File: src/rtl/cpu_pkg.sv
// Shared encodings for the CPU datapath and control unit: ALU ops, bus selects, CCR bit layout.
// ALU ops 110/111 are only implemented when DATA_PATH_ALU_EXT_EN is defined.
package cpu_pkg;

    typedef enum logic [2:0] {
        AluAdd = 3'b000,
        AluSub = 3'b001,
        AluAnd = 3'b010,
        AluOr  = 3'b011,
        AluInc = 3'b100,
        AluDec = 3'b101,
        AluXor = 3'b110,
        AluShl = 3'b111
    } alu_sel_e;

    typedef enum logic [1:0] {
        Bus1Pc   = 2'b00,
        Bus1A    = 2'b01,
        Bus1B    = 2'b10,
        Bus1Zero = 2'b11
    } bus1_sel_e;

    typedef enum logic [1:0] {
        Bus2Alu   = 2'b00,
        Bus2Bus1  = 2'b01,
        Bus2Mem   = 2'b10,
        Bus2Zero  = 2'b11
    } bus2_sel_e;

    localparam int unsigned CcrN = 3;
    localparam int unsigned CcrZ = 2;
    localparam int unsigned CcrV = 1;
    localparam int unsigned CcrC = 0;

    function automatic logic [3:0] pack_nzvc(input logic n, input logic z,
                                             input logic v, input logic c);
        logic [3:0] f;
        f       = '0;
        f[CcrN] = n;
        f[CcrZ] = z;
        f[CcrV] = v;
        f[CcrC] = c;
        return f;
    endfunction

endpackage

File: src/rtl/alu.sv
// Combinational 8-bit ALU with NZVC flags; X comes from Bus1, Y from the B register.
// Define DATA_PATH_ALU_EXT_EN to enable XOR (110) and shift-left (111).
module alu
    import cpu_pkg::*;
(
    input  logic [7:0] X,
    input  logic [7:0] Y,
    input  logic [2:0] ALU_Sel,
    output logic [7:0] result,
    output logic [3:0] NZVC
);

    logic [8:0] wide;
    logic       v;
    logic       c;

    always_comb begin
        wide   = '0;
        result = '0;
        v      = 1'b0;
        c      = 1'b0;
        unique case (ALU_Sel)
            AluAdd: begin
                wide   = {1'b0, X} + {1'b0, Y};
                result = wide[7:0];
                c      = wide[8];
                v      = (X[7] == Y[7]) && (result[7] != X[7]);
            end
            AluSub: begin
                // Bit 8 of the 9-bit difference is the borrow
                wide   = {1'b0, X} - {1'b0, Y};
                result = wide[7:0];
                c      = wide[8];
                v      = (X[7] != Y[7]) && (result[7] != X[7]);
            end
            AluAnd: result = X & Y;
            AluOr:  result = X | Y;
            AluInc: begin
                wide   = {1'b0, X} + 9'd1;
                result = wide[7:0];
                c      = wide[8];
                v      = ~X[7] & result[7];
            end
            AluDec: begin
                wide   = {1'b0, X} - 9'd1;
                result = wide[7:0];
                c      = wide[8];
                v      = X[7] & ~result[7];
            end
`ifdef DATA_PATH_ALU_EXT_EN
            AluXor: result = X ^ Y;
            AluShl: begin
                result = {X[6:0], 1'b0};
                c      = X[7];
                v      = X[7] ^ X[6];
            end
`endif
            default: result = '0;
        endcase
    end

    assign NZVC = pack_nzvc(result[7], result == 8'h00, v, c);

endmodule

File: src/rtl/data_path.sv
// 8-bit CPU datapath: PC/IR/MAR/A/B/CCR registers around a two-bus structure and the ALU.
// Optional ALU ops are enabled by DATA_PATH_ALU_EXT_EN (see alu).
module data_path
    import cpu_pkg::*;
(
    input  logic       Clk,
    input  logic       Reset,
    input  logic       IR_Load,
    input  logic       MAR_Load,
    input  logic       PC_Load,
    input  logic       PC_Inc,
    input  logic       A_Load,
    input  logic       B_Load,
    input  logic       CCR_Load,
    input  logic [2:0] ALU_Sel,
    input  logic [1:0] Bus1_Sel,
    input  logic [1:0] Bus2_Sel,
    input  logic [7:0] from_memory,
    output logic [7:0] address,
    output logic [7:0] to_memory,
    output logic [7:0] IR,
    output logic [3:0] CCR_Result
);

    logic [7:0] pc_q, pc_d;
    logic [7:0] ir_q, ir_d;
    logic [7:0] mar_q, mar_d;
    logic [7:0] a_q, a_d;
    logic [7:0] b_q, b_d;
    logic [3:0] ccr_q, ccr_d;

    logic [7:0] bus1;
    logic [7:0] bus2;
    logic [7:0] alu_result;
    logic [3:0] alu_nzvc;

    always_comb begin
        bus1 = '0;
        unique case (Bus1_Sel)
            Bus1Pc:  bus1 = pc_q;
            Bus1A:   bus1 = a_q;
            Bus1B:   bus1 = b_q;
            default: bus1 = '0;
        endcase
    end

    alu u_alu (
        .X       (bus1),
        .Y       (b_q),
        .ALU_Sel (ALU_Sel),
        .result  (alu_result),
        .NZVC    (alu_nzvc)
    );

    always_comb begin
        bus2 = '0;
        unique case (Bus2_Sel)
            Bus2Alu:  bus2 = alu_result;
            Bus2Bus1: bus2 = bus1;
            Bus2Mem:  bus2 = from_memory;
            default:  bus2 = '0;
        endcase
    end

    always_comb begin
        pc_d  = pc_q;
        ir_d  = IR_Load  ? bus2 : ir_q;
        mar_d = MAR_Load ? bus2 : mar_q;
        a_d   = A_Load   ? bus2 : a_q;
        b_d   = B_Load   ? bus2 : b_q;
        ccr_d = CCR_Load ? alu_nzvc : ccr_q;
        if (PC_Load) begin
            pc_d = bus2;
        end else if (PC_Inc) begin
            pc_d = pc_q + 8'd1;
        end
    end

    always_ff @(posedge Clk or posedge Reset) begin
        if (Reset) begin
            pc_q  <= '0;
            ir_q  <= '0;
            mar_q <= '0;
            a_q   <= '0;
            b_q   <= '0;
            ccr_q <= '0;
        end else begin
            pc_q  <= pc_d;
            ir_q  <= ir_d;
            mar_q <= mar_d;
            a_q   <= a_d;
            b_q   <= b_d;
            ccr_q <= ccr_d;
        end
    end

    assign address    = mar_q;
    assign IR         = ir_q;
    assign CCR_Result = ccr_q;
    assign to_memory  = bus1;

endmodule

File: config.mk
export PLATFORM = sky130hd
export DESIGN_NAME = data_path
export DESIGN_NICKNAME = d
export VERILOG_FILES = /design/src/rtl/cpu_pkg.sv /design/src/rtl/alu.sv /design/src/rtl/data_path.sv
export SDC_FILE = /design/constraint.sdc
export NUM_CORES = 1
export LEC_CHECK = 0
export CORE_ASPECT_RATIO = 1.5
export CORE_MARGIN = 2
export CORE_UTILIZATION = 39
export DETAILED_ROUTE_END_ITERATION = 10
export GPL_TIMING_DRIVEN = 0
export PLACE_DENSITY = 0.58
export RECOVER_POWER = 50
export SLEW_MARGIN = 20
export SYNTH_ARGS = -nofsm -noshare
export SYNTH_HDL_FRONTEND = slang
export SYNTH_SLANG_ARGS = --single-unit
export TNS_END_PERCENT = 10
File: constraint.sdc
create_clock -name Clk -period 3.2 [get_ports Clk]
set_input_delay 0.8 -clock Clk [delete_from_list [all_inputs] [get_ports Clk]]
set_output_delay 0.8 -clock Clk [all_outputs]
set_load 0.02 [all_outputs]
Yosys cells after proc, flatten, opt, wreduce, memory -nomap -nowiden
Index checks and enable logic that the tools add are counted.
W data, S select, Z words.
- output and inout port bits: 28
- word-level logic and storage cells: 44
- flip-flop bits (word level): 44
- bitwise gates (word level): 6
- add/subtract/negate cells: 5
- muxes and demuxes: 7
- reductions and logical operators: 7
- equality and inequality tests: 13
- operator list (kind ; number):
    $pmux W8 S3 ; 2
    $pmux W8 S6 ; 1
    $mux W8 ; 2
    $add A8 B1 Y9 const B ; 1
    $add A8 B8 Y9 ; 1
    $sub A8 B1 Y9 const B ; 1
    $sub A8 B8 Y9 ; 1
    $add A8 B1 Y8 const B ; 1
    $and A8 B8 Y8 ; 1
    $logic_not A8 Y1 ; 1
    $or A8 B8 Y8 ; 1
    $pmux W1 S4 ; 2
    $eq A3 B2 Y1 const B ; 2
    $eq A3 B3 Y1 const B ; 2
    $eq A2 B1 Y1 const B ; 2
    $eq A2 B2 Y1 const B ; 2
    $logic_not A2 Y1 ; 2
    $eq A3 B1 Y1 const B ; 1
    $logic_not A3 Y1 ; 1
    $ne A1 B1 Y1 ; 3
    $and A1 B1 Y1 ; 2
    $logic_and A1 B1 Y1 ; 2
    $not A1 Y1 ; 2
    $reduce_bool A2 Y1 ; 1
    $eq A1 B1 Y1 ; 1

Logic depth before layout (Yosys ltp)
- word-level depth: 6
- mapped depth: 14
- gate-level depth less buffers: 13

Hierarchy
A second synthesis with hierarchy kept.
- cells, all modules: 429
- area, all modules: 3674.8 µm²
- modules (own cells, without submodules) (module ; times used ; cells an instance ; area each (µm²) ; sequential area each (µm²)):
    data_path ; 1 ; 214 ; 2159.6 ; 1101.1
    alu ; 1 ; 215 ; 1515.2 ; 0.0

Least setup slack after synthesis
No wires, ideal clock.
- kind: input -> register
- start point: input port Bus1_Sel[0]
- end point: register ir_q[6], in the netlist IR[6]
- setup time: 0.141 ns
- data arrival time: 3.476 ns
- cell stages on the path: 11
- slack: -0.417 ns
- cells stage by stage: buf_2 -> and2b_4 -> a2bb2oi_2 -> inv_2 -> fa_1 -> a221oi_1 -> o31ai_1 -> xnor2_1 -> a221o_1 -> o31ai_2 -> a31oi_1
- longest elaborated chain between the ends: 5
- elaborated cells on any way between the ends: 12
- classes of those cells: 4 x add/sub; 2 x eq/ne; 3 x mux; 2 x bitwise; 1 x reduce/logical
- RTL lines (what ; RTL line ; text):
    from (decl) ; data_path.sv:16 ; input logic [1:0] Bus1_Sel,
    $eq A2 B2 Y1 (tied with other cells) ; data_path.sv:39 ; unique case (Bus1_Sel)
    $pmux W8 S3 * ; data_path.sv:39 ;
    named net to_memory[1] ; data_path.sv:20 ; output logic [7:0] to_memory,
    $sub A8 B1 Y9 (tied with other cells) ; alu.sv:45 ; wide = {1'b0, X} - 9'd1;
    $pmux W8 S6 * ; alu.sv:22 ; unique case (ALU_Sel)
    $pmux W8 S3 * ; data_path.sv:57 ; unique case (Bus2_Sel)
    to (signal assigned) ; data_path.sv:89 ; ir_q <= ir_d;
    to (decl) ; data_path.sv:26 ; logic [7:0] ir_q, ir_d;
Mark *: on every way through the listed nets, which the timed path passes. The rest lies on a longest branch.
A chain may end at the register's enable or synchronous reset.

Worst setup path in the final report
- start point: input port Bus1_Sel[1]
- end point: register ccr_q[2], in the netlist CCR_Result[2]
- longest elaborated chain between the ends: 5
- elaborated cells on any way between the ends: 12
- classes of those cells: 4 x add/sub; 2 x eq/ne; 2 x mux; 2 x bitwise; 2 x reduce/logical
- RTL lines (what ; RTL line ; text):
    $eq A2 B2 Y1 (tied with other cells) ; data_path.sv:39 ;
    $pmux W8 S3 * ; data_path.sv:39 ;
    $sub A8 B1 Y9 (tied with other cells) ; alu.sv:45 ;
    $pmux W8 S6 * ; alu.sv:22 ;
    $logic_not A8 Y1 * ; alu.sv:62 ; assign NZVC = pack_nzvc(result[7], result == 8'h00, v, c);
    to (signal assigned) ; data_path.sv:93 ; ccr_q <= ccr_d;
    to (decl) ; data_path.sv:30 ; logic [3:0] ccr_q, ccr_d;
Mark *: on every way between the ends. The rest lies on a longest branch, timed or not.

==> results.py <==
metrics = {
    "die": {
        "die_x_um": 83.9,
        "initial_core_util_pct": 40.1,
        "die_y_um": 124,
        "row_count": 43,
        "pin_count": 52,
        "dieArea_sq_um": 10400,
        "coreArea_sq_um": 9310,
    },
    "detailed_routing": {
        "routedWlPerCell_um": 18.1,
        "drtAntennaViolNets": 0,
        "dr.first_iter.drc_count": 201,
        "route.detailed.drc": 0,
        "viasPerCell": 5.66,
        "vias": 3520,
        "routed_wirelength_um": 11300,
        "first_pass_iters": 5,
    },
    "layout": {
        "layout_common_cells": "nor2_1 (53), dfrtp_1 (44), clkdlybuf4s50_1 (40)",
        "finish.utilization_pct": 52.6,
        "areaGrowthSynthToFinish_pct": 31.1,
        "final_common_cell": "nor2_1",
        "fin_area_sq_um": 4900,
        "drive_gt1_share_pct": 21.2,
        "num-nets-final": 562,
        "antenna_cells": 0,
    },
    "hold_path": {
        "hp-class": "flip-flop to flip-flop",
    },
    "sta": {
        "finClkSkew_ns": 0.00733,
        "clock.fmax_mhz": 290,
        "slew_violations": 0,
        "setup_tns_ns": -4.25,
        "setup_viol": 27,
        "min_period_ns": 3.45,
        "worst_slack_ns": -0.254,
        "hold_violations": 0,
        "rsz0062_at_grt": "true",
        "slew-limit-headroom_pct": 44.5,
        "fin_crit_sh_pct": 108,
        "tightest_slew_ns": 0.832,
    },
    "global_routing": {
        "grt_overflow_total": 0,
        "track_usage_pct": 22.5,
        "grt_pass1_wl_um": 18500,
        "grt_pass1_vias": 3620,
        "antenna_found_initial": 0,
        "grt_max_degree": 34,
    },
    "placed_design": {
        "portBuffers": 43,
        "place_congestion": 0.906,
        "placed_area_sq_um": 4380,
        "dpl.hpwl_um": 8680,
    },
    "clock_tree": {
        "clkLatencyLatePin_ns": 0.29,
        "cts_made_buffers": 5,
        "cts.htree.levels": 2,
        "cts_tree": "done",
        "clkTransAtPathRegs_ns": 0.06,
        "cts-root-buf": "clkbuf_16",
        "clock_path_buffers": 2,
        "numClockSinks": 44,
        "ctsHoldBuffers": 0,
    },
    "yosys": {
        "syn-cell-area_sq_um": 3730,
        "yosys_register_bits": 44,
        "synthCells": 435,
        "synth_top_area_cell": "dfrtp_1",
        "async_reset_ff_share_pct": 100,
        "synth-warning-count": 0,
        "synth_edf_count": 0,
        "synth-seq-area-share_pct": 29.5,
        "netlist.area_leader.share_pct": 29.5,
        "synth.area.top_cells": "dfrtp_1 (29%), ha_1 (9.0%), a21oi_1 (5.8%), mux2i_1 (5.6%), nor2_1 (5.4%)",
        "synth_cell_types": 74,
        "syn-num-nets": 488,
        "synthFlopType": "dfrtp_1",
        "syn_area_per_cell_sq_um": 8.59,
    },
    "worst_setup_path": {
        "path_max_fanout": 8,
        "cp-start-kind": "primary input",
        "required_ns": 3.43,
        "worstSetupPathType": "primary input to flip-flop",
        "worst_ep_arrival_time_ns": 3.68,
        "end_kind": "flip-flop",
    },
    "status": {
        "failed_checks": "negative setup slack",
        "outcome": "finished, violations left",
    },
    "job": {
        "maxCapViolCount": 0,
    },
    "power": {
        "ir_drop_mv": 0.474,
        "powerDensity_nw_per_um2": 478,
        "total_leakage_power_nw": 2.07,
        "power_mw": 2.34,
    },
}
-- layout make-up --
| type | count | area [sq um] |
|---|---|---|
| fill | 877 | 4410 |
| multi-input combinational | 331 | 2610 |
| sequential | 44 | 1100 |
| timing repair buffer | 68 | 619 |
| buffer | 28 | 150 |
| clock buffer | 8 | 146 |
| tap | 112 | 140 |
| inverter | 31 | 133 |
-- cell families (layout without fill, tap and decap cells) --
group / count (synthesis) / count (layout) / synth area share, %
AND/OR/NAND/NOR: 142 / 142 / 19.7
flip-flops: 44 / 44 / 29.5
AO/OA/AOI/OAI: 125 / 125 / 24.8
XOR/XNOR: 13 / 13 / 3.05
multiplexers: 22 / 22 / 6.00
buffers and inverters: 60 / 135 / 6.90
adder cells (fa/ha/maj): 29 / 29 / 10.1
-- what timing repair did --
action                                  in CTS  in global routing
endpoints found under the setup margin      52                 44
pin swaps                                   39                 20
resized for setup                           39                 17
buffers inserted                            22                  2
-- final timing paths --
path	from	endpoint	slack [ns]	cells after the start
max	Bus1_Sel[1]	CCR_Result[2]$_DFFE_PP0P_	-0.25	14
min in group asynchronous	Reset	CCR_Result[1]$_DFFE_PP0P_	0.94	2
max reg2reg	b_q[2]$_DFFE_PP0P_	CCR_Result[2]$_DFFE_PP0P_	-0.02	11
min reg2reg	CCR_Result[0]$_DFFE_PP0P_	CCR_Result[0]$_DFFE_PP0P_	0.48	1
max in group asynchronous	Reset	IR[1]$_DFFE_PP0P_	1.10	3
min	CCR_Result[0]$_DFFE_PP0P_	CCR_Result[0]$_DFFE_PP0P_	0.48	1
-- worst max-delay path: stages --
cell and delay, ns:
buf_8 0.11, buf_12 0.14, mux2i_4 0.19, o2bb2ai_4 0.21, ha_4 0.16, inv_2 0.03
fa_2 0.51, nor3_1 0.04, a31oi_1 0.20, o22ai_2 0.11, or3_4 0.43, nor4_4 0.30
and4bb_1 0.28, a32o_1 0.17
-- sequential cells by signal (all words and copies together), names as in the netlist --
signal / flops
pc_q: 8
CCR_Result: 4
address: 8
b_q: 8
IR: 8
a_q: 8
-- cells in the mapped netlist (7+ instances only) --
cell	count
nor2_1	54
dfrtp_1	44
a21oi_1	43
ha_1	27
inv_1	27
nand2_1	26
mux2i_1	21
a31oi_1	19
clkbuf_1	14
nor2b_1	10
xnor2_1	10
nor3_1	8
o21ai_0	7
-- stage by stage --
step	cells	hold WS, ns	setup slack, ns
global route	622	0.524	-0.393
floorplan	435	0.508	-0.276
global placement	590	0.468	-1.49
CTS	621	0.482	-0.285
finish	622	0.478	-0.254
detailed placement	591	0.468	-1.47
-- report_power, final --
part	leakage (nW)	switching, mW	total (mW)	internal, mW
logic	1.48	0.614	1.11	0.496
clock network	0.0712	0.204	0.516	0.311
registers	0.521	0.0780	0.713	0.635
total	2.07	0.896	2.34	1.44
-- layer usage --
layer | share of wire, % | up-vias | GRT usage, % | wire length, um
met2 | 53 | 90 | 42.8 | 5930
met1 | 41 | 1693 | 25.8 | 4600
li1 | - | 1707 | - | -
met3 | 2.9 | 30 | 2.12 | 330
met5 | 0 | - | 0 | 0
met4 | 3.7 | 0 | 9.27 | 414
No activity file was read; power rests on OpenSTA's default activity.
